File: config.mk
export PLATFORM = sky130hd
export DESIGN_NAME = scr1_mem_arbiter
export DESIGN_NICKNAME = d
export VERILOG_FILES = /design/src/rtl/scr1_mem_arbiter.sv
export SDC_FILE = /design/constraint.sdc
export NUM_CORES = 1
export LEC_CHECK = 0
export ABC_AREA = 1
export BUFFER_PORTS_ARGS = -buffer_cell sky130_fd_sc_hd__clkbuf_2
export CAP_MARGIN = 20
export CORE_AREA = 2 2 165 167
export CTS_BUF_LIST = sky130_fd_sc_hd__clkbuf_8
export DETAILED_ROUTE_END_ITERATION = 12
export DIE_AREA = 0 0 167 169
export PLACE_DENSITY = 0.64
export SYNTH_ARGS = -nofsm -noshare
export SYNTH_HDL_FRONTEND = slang
export SYNTH_SLANG_ARGS = --single-unit
File: constraint.sdc
create_clock -name clk -period 1.7 [get_ports clk]
set_input_delay 0.085 -clock clk [delete_from_list [all_inputs] [get_ports clk]]
set_output_delay 0.085 -clock clk [all_outputs]
set_load 0.1 [all_outputs]
File: src/rtl/scr1_mem_arbiter.sv
// scr1_mem_arbiter: round-robin merge of N_CORES SCR1 memory ports onto one shared port,
// with a buffered request, a response timeout and a drain state for late responses.
module scr1_mem_arbiter #(
  parameter int N_CORES = 4,
  parameter int AW      = 32,
  parameter int DW      = 32,
  parameter int TIMEOUT = 255
) (
  input  logic                 clk,
  input  logic                 rst_n,
  input  logic [N_CORES-1:0]   core_req_i,
  input  logic [N_CORES-1:0]   core_cmd_i,
  input  logic [2*N_CORES-1:0] core_width_i,
  input  logic [AW*N_CORES-1:0] core_addr_i,
  input  logic [DW*N_CORES-1:0] core_wdata_i,
  output logic [N_CORES-1:0]   core_req_ack_o,
  output logic [DW-1:0]        core_rdata_o,
  output logic [2*N_CORES-1:0] core_resp_o,
  output logic                 mem_req_o,
  output logic                 mem_cmd_o,
  output logic [1:0]           mem_width_o,
  output logic [AW-1:0]        mem_addr_o,
  output logic [DW-1:0]        mem_wdata_o,
  input  logic                 mem_req_ack_i,
  input  logic [DW-1:0]        mem_rdata_i,
  input  logic [1:0]           mem_resp_i
);
  localparam int PW = N_CORES > 1 ? $clog2(N_CORES) : 1;
  localparam int CW = TIMEOUT > 0 ? $clog2(TIMEOUT + 1) : 1;
  typedef enum logic [1:0] {IDLE, ISSUE, WAIT, DRAIN} state_t;
  state_t state_q, state_d;
  logic [PW-1:0] ptr_q, ptr_d, g_q, g_d, sel, sel_lo, sel_hi, nxt;
  logic found, hi_found, tmo;
  logic cmd_q, cmd_d;
  logic [1:0] width_q, width_d;
  logic [AW-1:0] addr_q, addr_d;
  logic [DW-1:0] wdata_q, wdata_d;
  logic [CW-1:0] cnt_q, cnt_d;
  assign nxt = (g_q == PW'(N_CORES - 1)) ? '0 : g_q + 1'b1;
  assign tmo = (TIMEOUT != 0) && (cnt_q == CW'(TIMEOUT - 1));
  // Lowest requester at or above ptr wins, else lowest overall (wrap-around).
  always_comb begin
    sel_lo   = '0;
    sel_hi   = '0;
    found    = 1'b0;
    hi_found = 1'b0;
    for (int j = N_CORES - 1; j >= 0; j--) begin
      if (core_req_i[j]) begin
        found  = 1'b1;
        sel_lo = PW'(j);
      end
      if (core_req_i[j] && PW'(j) >= ptr_q) begin
        hi_found = 1'b1;
        sel_hi   = PW'(j);
      end
    end
    sel = hi_found ? sel_hi : sel_lo;
  end
  always_comb begin
    state_d        = state_q;
    ptr_d          = ptr_q;
    g_d            = g_q;
    cmd_d          = cmd_q;
    width_d        = width_q;
    addr_d         = addr_q;
    wdata_d        = wdata_q;
    cnt_d          = cnt_q;
    core_req_ack_o = '0;
    core_resp_o    = '0;
    core_rdata_o   = '0;
    mem_req_o      = 1'b0;
    mem_cmd_o      = 1'b0;
    mem_width_o    = '0;
    mem_addr_o     = '0;
    mem_wdata_o    = '0;
    case (state_q)
      IDLE: if (found) begin
        core_req_ack_o[sel] = rst_n;
        cmd_d   = core_cmd_i[sel];
        width_d = core_width_i[int'(sel)*2 +: 2];
        addr_d  = core_addr_i[int'(sel)*AW +: AW];
        wdata_d = core_wdata_i[int'(sel)*DW +: DW];
        g_d     = sel;
        state_d = ISSUE;
      end
      ISSUE: begin
        mem_req_o   = 1'b1;
        mem_cmd_o   = cmd_q;
        mem_width_o = width_q;
        mem_addr_o  = addr_q;
        mem_wdata_o = wdata_q;
        if (mem_req_ack_i) begin
          cnt_d   = '0;
          state_d = WAIT;
        end
      end
      WAIT: begin
        cnt_d = tmo ? cnt_q : cnt_q + 1'b1;
        if (mem_resp_i != 2'd0) begin
          core_resp_o[int'(g_q)*2 +: 2] = mem_resp_i;
          core_rdata_o = mem_rdata_i;
          ptr_d   = nxt;
          state_d = IDLE;
        end else if (tmo) begin
          core_resp_o[int'(g_q)*2 +: 2] = 2'd2;
          ptr_d   = nxt;
          state_d = DRAIN;
        end
      end
      DRAIN: state_d = (mem_resp_i != 2'd0) ? IDLE : DRAIN;
      default: state_d = IDLE;
    endcase
  end
  always_ff @(posedge clk or negedge rst_n) begin
    if (!rst_n) begin
      state_q <= IDLE;
      ptr_q   <= '0;
      g_q     <= '0;
      cmd_q   <= 1'b0;
      width_q <= '0;
      addr_q  <= '0;
      wdata_q <= '0;
      cnt_q   <= '0;
    end else begin
      state_q <= state_d;
      ptr_q   <= ptr_d;
      g_q     <= g_d;
      cmd_q   <= cmd_d;
      width_q <= width_d;
      addr_q  <= addr_d;
      wdata_q <= wdata_d;
      cnt_q   <= cnt_d;
    end
  end
endmodule

==> insert_results.sql <==
INSERT INTO impl_metrics (metric_group, metric, value, unit) VALUES
('outcome', 'status', 'finished with violations', ''),
('outcome', 'failed_checks', 'negative setup slack', ''),
('critical_path', 'critPathLaunchType', 'register', ''),
('layout', 'proportion_of_layout_cells_with_a_drive_suffix_above_1', '37.38', '%'),
('job', 'timing.max_cap.violations', '0', ''),
('yosys', 'synth_compound_gate_area_share', '1.477', '%'),
('global_routing', 'first_global_vias', '9490', ''),
('yosys', 'synth_warnings', '0', ''),
('cts', 'cts_h_tree_lvls', '3', ''),
('timing', 'worst_pin_slew', '0.8029', 'ns'),
('critical_path', 'critical-path-slowest-cell', 'sky130_fd_sc_hd__dfrtp_2', ''),
('cts', 'clkLatencyLatePin', '0.36', 'ns'),
('placement', 'post_place_instance_area', '12800', 'um2'),
('critical_path', 'timing.critical_path.to_type', 'primary output', ''),
('detailed_routing', 'drc', '0', ''),
('global_routing', 'wire_length_of_the_first_global_routing_pass', '49360', 'um'),
('critical_path', 'worst_path_largest_cell_delay', '0.45', 'ns'),
('placement', 'port-buffer-count', '420', ''),
('global_routing', 'grt_max_degree', '81', ''),
('placement', 'gp_congestion', '0.8645', ''),
('timing', 'hold_vio_cnt_final', '0', ''),
('layout', 'antenna-diode-count', '0', ''),
('yosys', 'synthXorXnorAreaFrac', '0.2248', '%'),
('cts', 'cts_tree', 'done', ''),
('timing', 'fin_worst_hold_slack', '0.08899', 'ns'),
('yosys', 'syn_nets', '1765', ''),
('layout', 'fillCellCount', '2502', ''),
('timing', 'worst_slew_margin_rel', '45.98', '%'),
('yosys', 'syn_std_cell_area', '7792', 'um2'),
('floorplan', 'rows', '60', ''),
('floorplan', 'fp.dieW', '167', 'um'),
('yosys', 'netlist-cell-type-count', '29', ''),
('critical_path', 'setup.worst_path.class', 'register to primary output', ''),
('floorplan', 'die_area', '28220', 'um2'),
('yosys', 'synth-adder-area-share', '1.285', '%'),
('floorplan', 'floorplan.core_area', '26500', 'um2'),
('timing', 'post-route-min-period', '1.956', 'ns'),
('detailed_routing', 'routed_wirelength', '34330', 'um'),
('cts', 'cts.clk_slew.worst_paths', '0.10', 'ns'),
('detailed_routing', 'detailedRoute.firstIterationViolations', '628', ''),
('floorplan', 'start_util', '29.41', '%'),
('timing', 'rsz0062_at_grt', 'yes', ''),
('timing', 'setup_viol', '119', ''),
('critical_path', 'timing.critical_path.fanout_max', '5', ''),
('layout', 'mostFrequentLayoutCells', 'sky130_fd_sc_hd__nand2_1 (427), sky130_fd_sc_hd__inv_1 (383), sky130_fd_sc_hd__clkbuf_2 (307)', ''),
('global_routing', 'grt_remaining_overflow', '0', ''),
('power_and_ir_drop', 'vdd_drop_max', '1.151', 'mV'),
('detailed_routing', 'route.vias.total', '10350', ''),
('power_and_ir_drop', 'leakage', '8.394', 'nW'),
('layout', 'multi_input_comb_area', '5042', 'um2'),
('floorplan', 'ios', '421', ''),
('detailed_routing', 'detail_route.wl_per_cell', '15.23', 'um'),
('critical_path', 'cp.buffers_inverters', '4', ''),
('layout', 'final_design_area_no_fill', '14630', 'um2'),
('critical_path', 'critical_path.cell_chain', 'inv_4 > nor2_4 > buf_6 > buf_4 > nand2_2 > nor3b_4 > buf_12', ''),
('detailed_routing', 'firstDrtPassIters', '5', ''),
('critical_path', 'critical_path.top_delay_family', 'buffers and inverters', ''),
('cts', 'cts-buffers-inserted', '9', ''),
('power_and_ir_drop', 'power.density', '1872', 'nW/um2'),
('layout', 'register_area', '2029', 'um2'),
('cts', 'cts_root_buf', 'sky130_fd_sc_hd__clkbuf_8', ''),
('power_and_ir_drop', 'totalPowerFinal', '27.39', 'mW'),
('timing', 'max_freq', '0.5113', 'GHz'),
('floorplan', 'die_h', '169', 'um'),
('layout', 'final_common_cell', 'sky130_fd_sc_hd__nand2_1', ''),
('layout', 'synthToLayoutAreaGrowth', '87.76', '%'),
('placement', 'detailedPlacementHpwl', '22800', 'um'),
('critical_path', 'critPathArrivalTime', '1.87', 'ns'),
('timing', 'setup_slack', '-0.2559', 'ns'),
('timing', 'post-route-period-util', '115.1', '%'),
('yosys', 'postSynthRegisterBits', '81', '');
## routing by layer
metal	wire [um]	part of all wire (%)	GRT usage [%]	up-vias
met2	17820	52	39.60	395
met5	0	0	0	-
li1	-	-	-	5142
met3	1976	5.8	3.086	54
met1	13770	40	26.56	4761
met4	756	2.2	6.147	0
## worst register-to-register path: stages (launching register included)
cell                      delay (ns)
sky130_fd_sc_hd__dfrtp_1        0.41
sky130_fd_sc_hd__inv_2          0.09
sky130_fd_sc_hd__ha_4           0.13
sky130_fd_sc_hd__inv_2          0.03
sky130_fd_sc_hd__nor2_2         0.08
sky130_fd_sc_hd__nand2_2        0.09
sky130_fd_sc_hd__buf_4          0.15
sky130_fd_sc_hd__buf_4          0.13
sky130_fd_sc_hd__buf_4          0.14
sky130_fd_sc_hd__nand2_4        0.07
sky130_fd_sc_hd__o21ai_4        0.11
sky130_fd_sc_hd__buf_4          0.16
sky130_fd_sc_hd__nand2_1        0.04
sky130_fd_sc_hd__o21ai_0        0.08
## report_power, final
part           switching, mW  internal [mW]  total [mW]  leakage [nW]
combinational           14.1           8.36        22.4          7.28
sequential             0.510           2.84        3.35          1.01
clock                  0.796          0.816        1.61         0.108
## stage by stage
stage | instances | utilization [%]
global route | 2254 | 55.21
global placement | 2164 | 48.29
CTS | 2228 | 53.05
finish | 2254 | 55.21
floorplan | 1448 | -
detailed placement | 2164 | 48.29
## cell families (layout without fill, tap and decap cells)
kind of cell | Yosys count | in the layout
adder cells (fa/ha/maj) | 8 | 8
AND/OR/NAND/NOR | 859 | 859
buffers and inverters | 477 | 942
XOR/XNOR | 2 | 2
flip-flops | 81 | 81
AO/OA/AOI/OAI | 21 | 21
## final cells by class
type                       instances  area share [%]
tap                              341           2.916
clock inverter                     7          0.5986
clock buffer                       9          0.8466
sequential                        81           13.87
multi-input combinational        890           34.46
inverter                         394           10.32
timing repair inverter             1         0.05131
timing repair buffer             531           36.93
## synth_stat cells
library cell	count	area (um2)
sky130_fd_sc_hd__nand2_1	440	1652
sky130_fd_sc_hd__inv_1	391	1468
sky130_fd_sc_hd__nand3_1	284	1421
sky130_fd_sc_hd__nor2_1	116	435.4
sky130_fd_sc_hd__dfrtp_1	81	2027
sky130_fd_sc_hd__buf_2	36	180.2
sky130_fd_sc_hd__clkbuf_1	32	120.1
sky130_fd_sc_hd__o21ai_0	12	60.06
sky130_fd_sc_hd__ha_1	8	100.1
sky130_fd_sc_hd__buf_4	7	52.55
sky130_fd_sc_hd__nor3_1	5	25.02
sky130_fd_sc_hd__a21oi_1	4	20.02
sky130_fd_sc_hd__buf_1	4	15.01
sky130_fd_sc_hd__buf_6	4	45.04
sky130_fd_sc_hd__nor4_1	4	25.02
sky130_fd_sc_hd__inv_2	3	11.26
sky130_fd_sc_hd__a211oi_1	2	15.01
sky130_fd_sc_hd__nand2_2	2	12.51
sky130_fd_sc_hd__nand2_4	2	22.52
sky130_fd_sc_hd__xor2_1	2	17.52
sky130_fd_sc_hd__a21o_1	1	7.510
sky130_fd_sc_hd__and2_4	1	8.760
sky130_fd_sc_hd__nand4_1	1	6.260
sky130_fd_sc_hd__nor3_2	1	10.01
sky130_fd_sc_hd__nor3b_1	1	7.510
sky130_fd_sc_hd__o21ai_1	1	5.000
sky130_fd_sc_hd__o31ai_1	1	7.510
sky130_fd_sc_hd__or2_2	1	6.260
sky130_fd_sc_hd__or2_4	1	8.760
## path summary, 6_finish.rpt
path | start | end | slack (ns) | cells past startpoint
worst max register to register | cnt_q[0]$_DFFE_PN0P_ | cnt_q[1]$_DFFE_PN0P_ | -0.13 | 13
worst max-delay path | state_q[1]$_DFFE_PN0P_ | core_resp_o[5] | -0.26 | 7
max in group asynchronous | rst_n | wdata_q[24]$_DFFE_PN0P_ | 0.82 | 3
worst min-delay path | core_wdata_i[16] | wdata_q[16]$_DFFE_PN0P_ | 0.09 | 7
worst min register to register | addr_q[16]$_DFFE_PN0P_ | addr_q[16]$_DFFE_PN0P_ | 0.48 | 2
min in group asynchronous | rst_n | g_q[0]$_DFFE_PN0P_ | 0.15 | 2
## sequential cells by signal, summed over array words and instances, names as in the netlist
name	flops
cnt_q	8
cmd_q	1
width_q	2
g_q	2
addr_q	32
ptr_q	2
state_q	2
wdata_q	32
## timing repair
action | 4_1_cts | 5_1_grt
cloned | 9 | 13
buffers inserted | 38 | 16
endpoints found under the hold margin | 81 | 0
resized for setup | 128 | 61
setup endpoints to repair | 97 | 188
pin swaps | 28 | 29
hold buffers | 1 | 0
No activity file was read; power rests on OpenSTA's default activity.
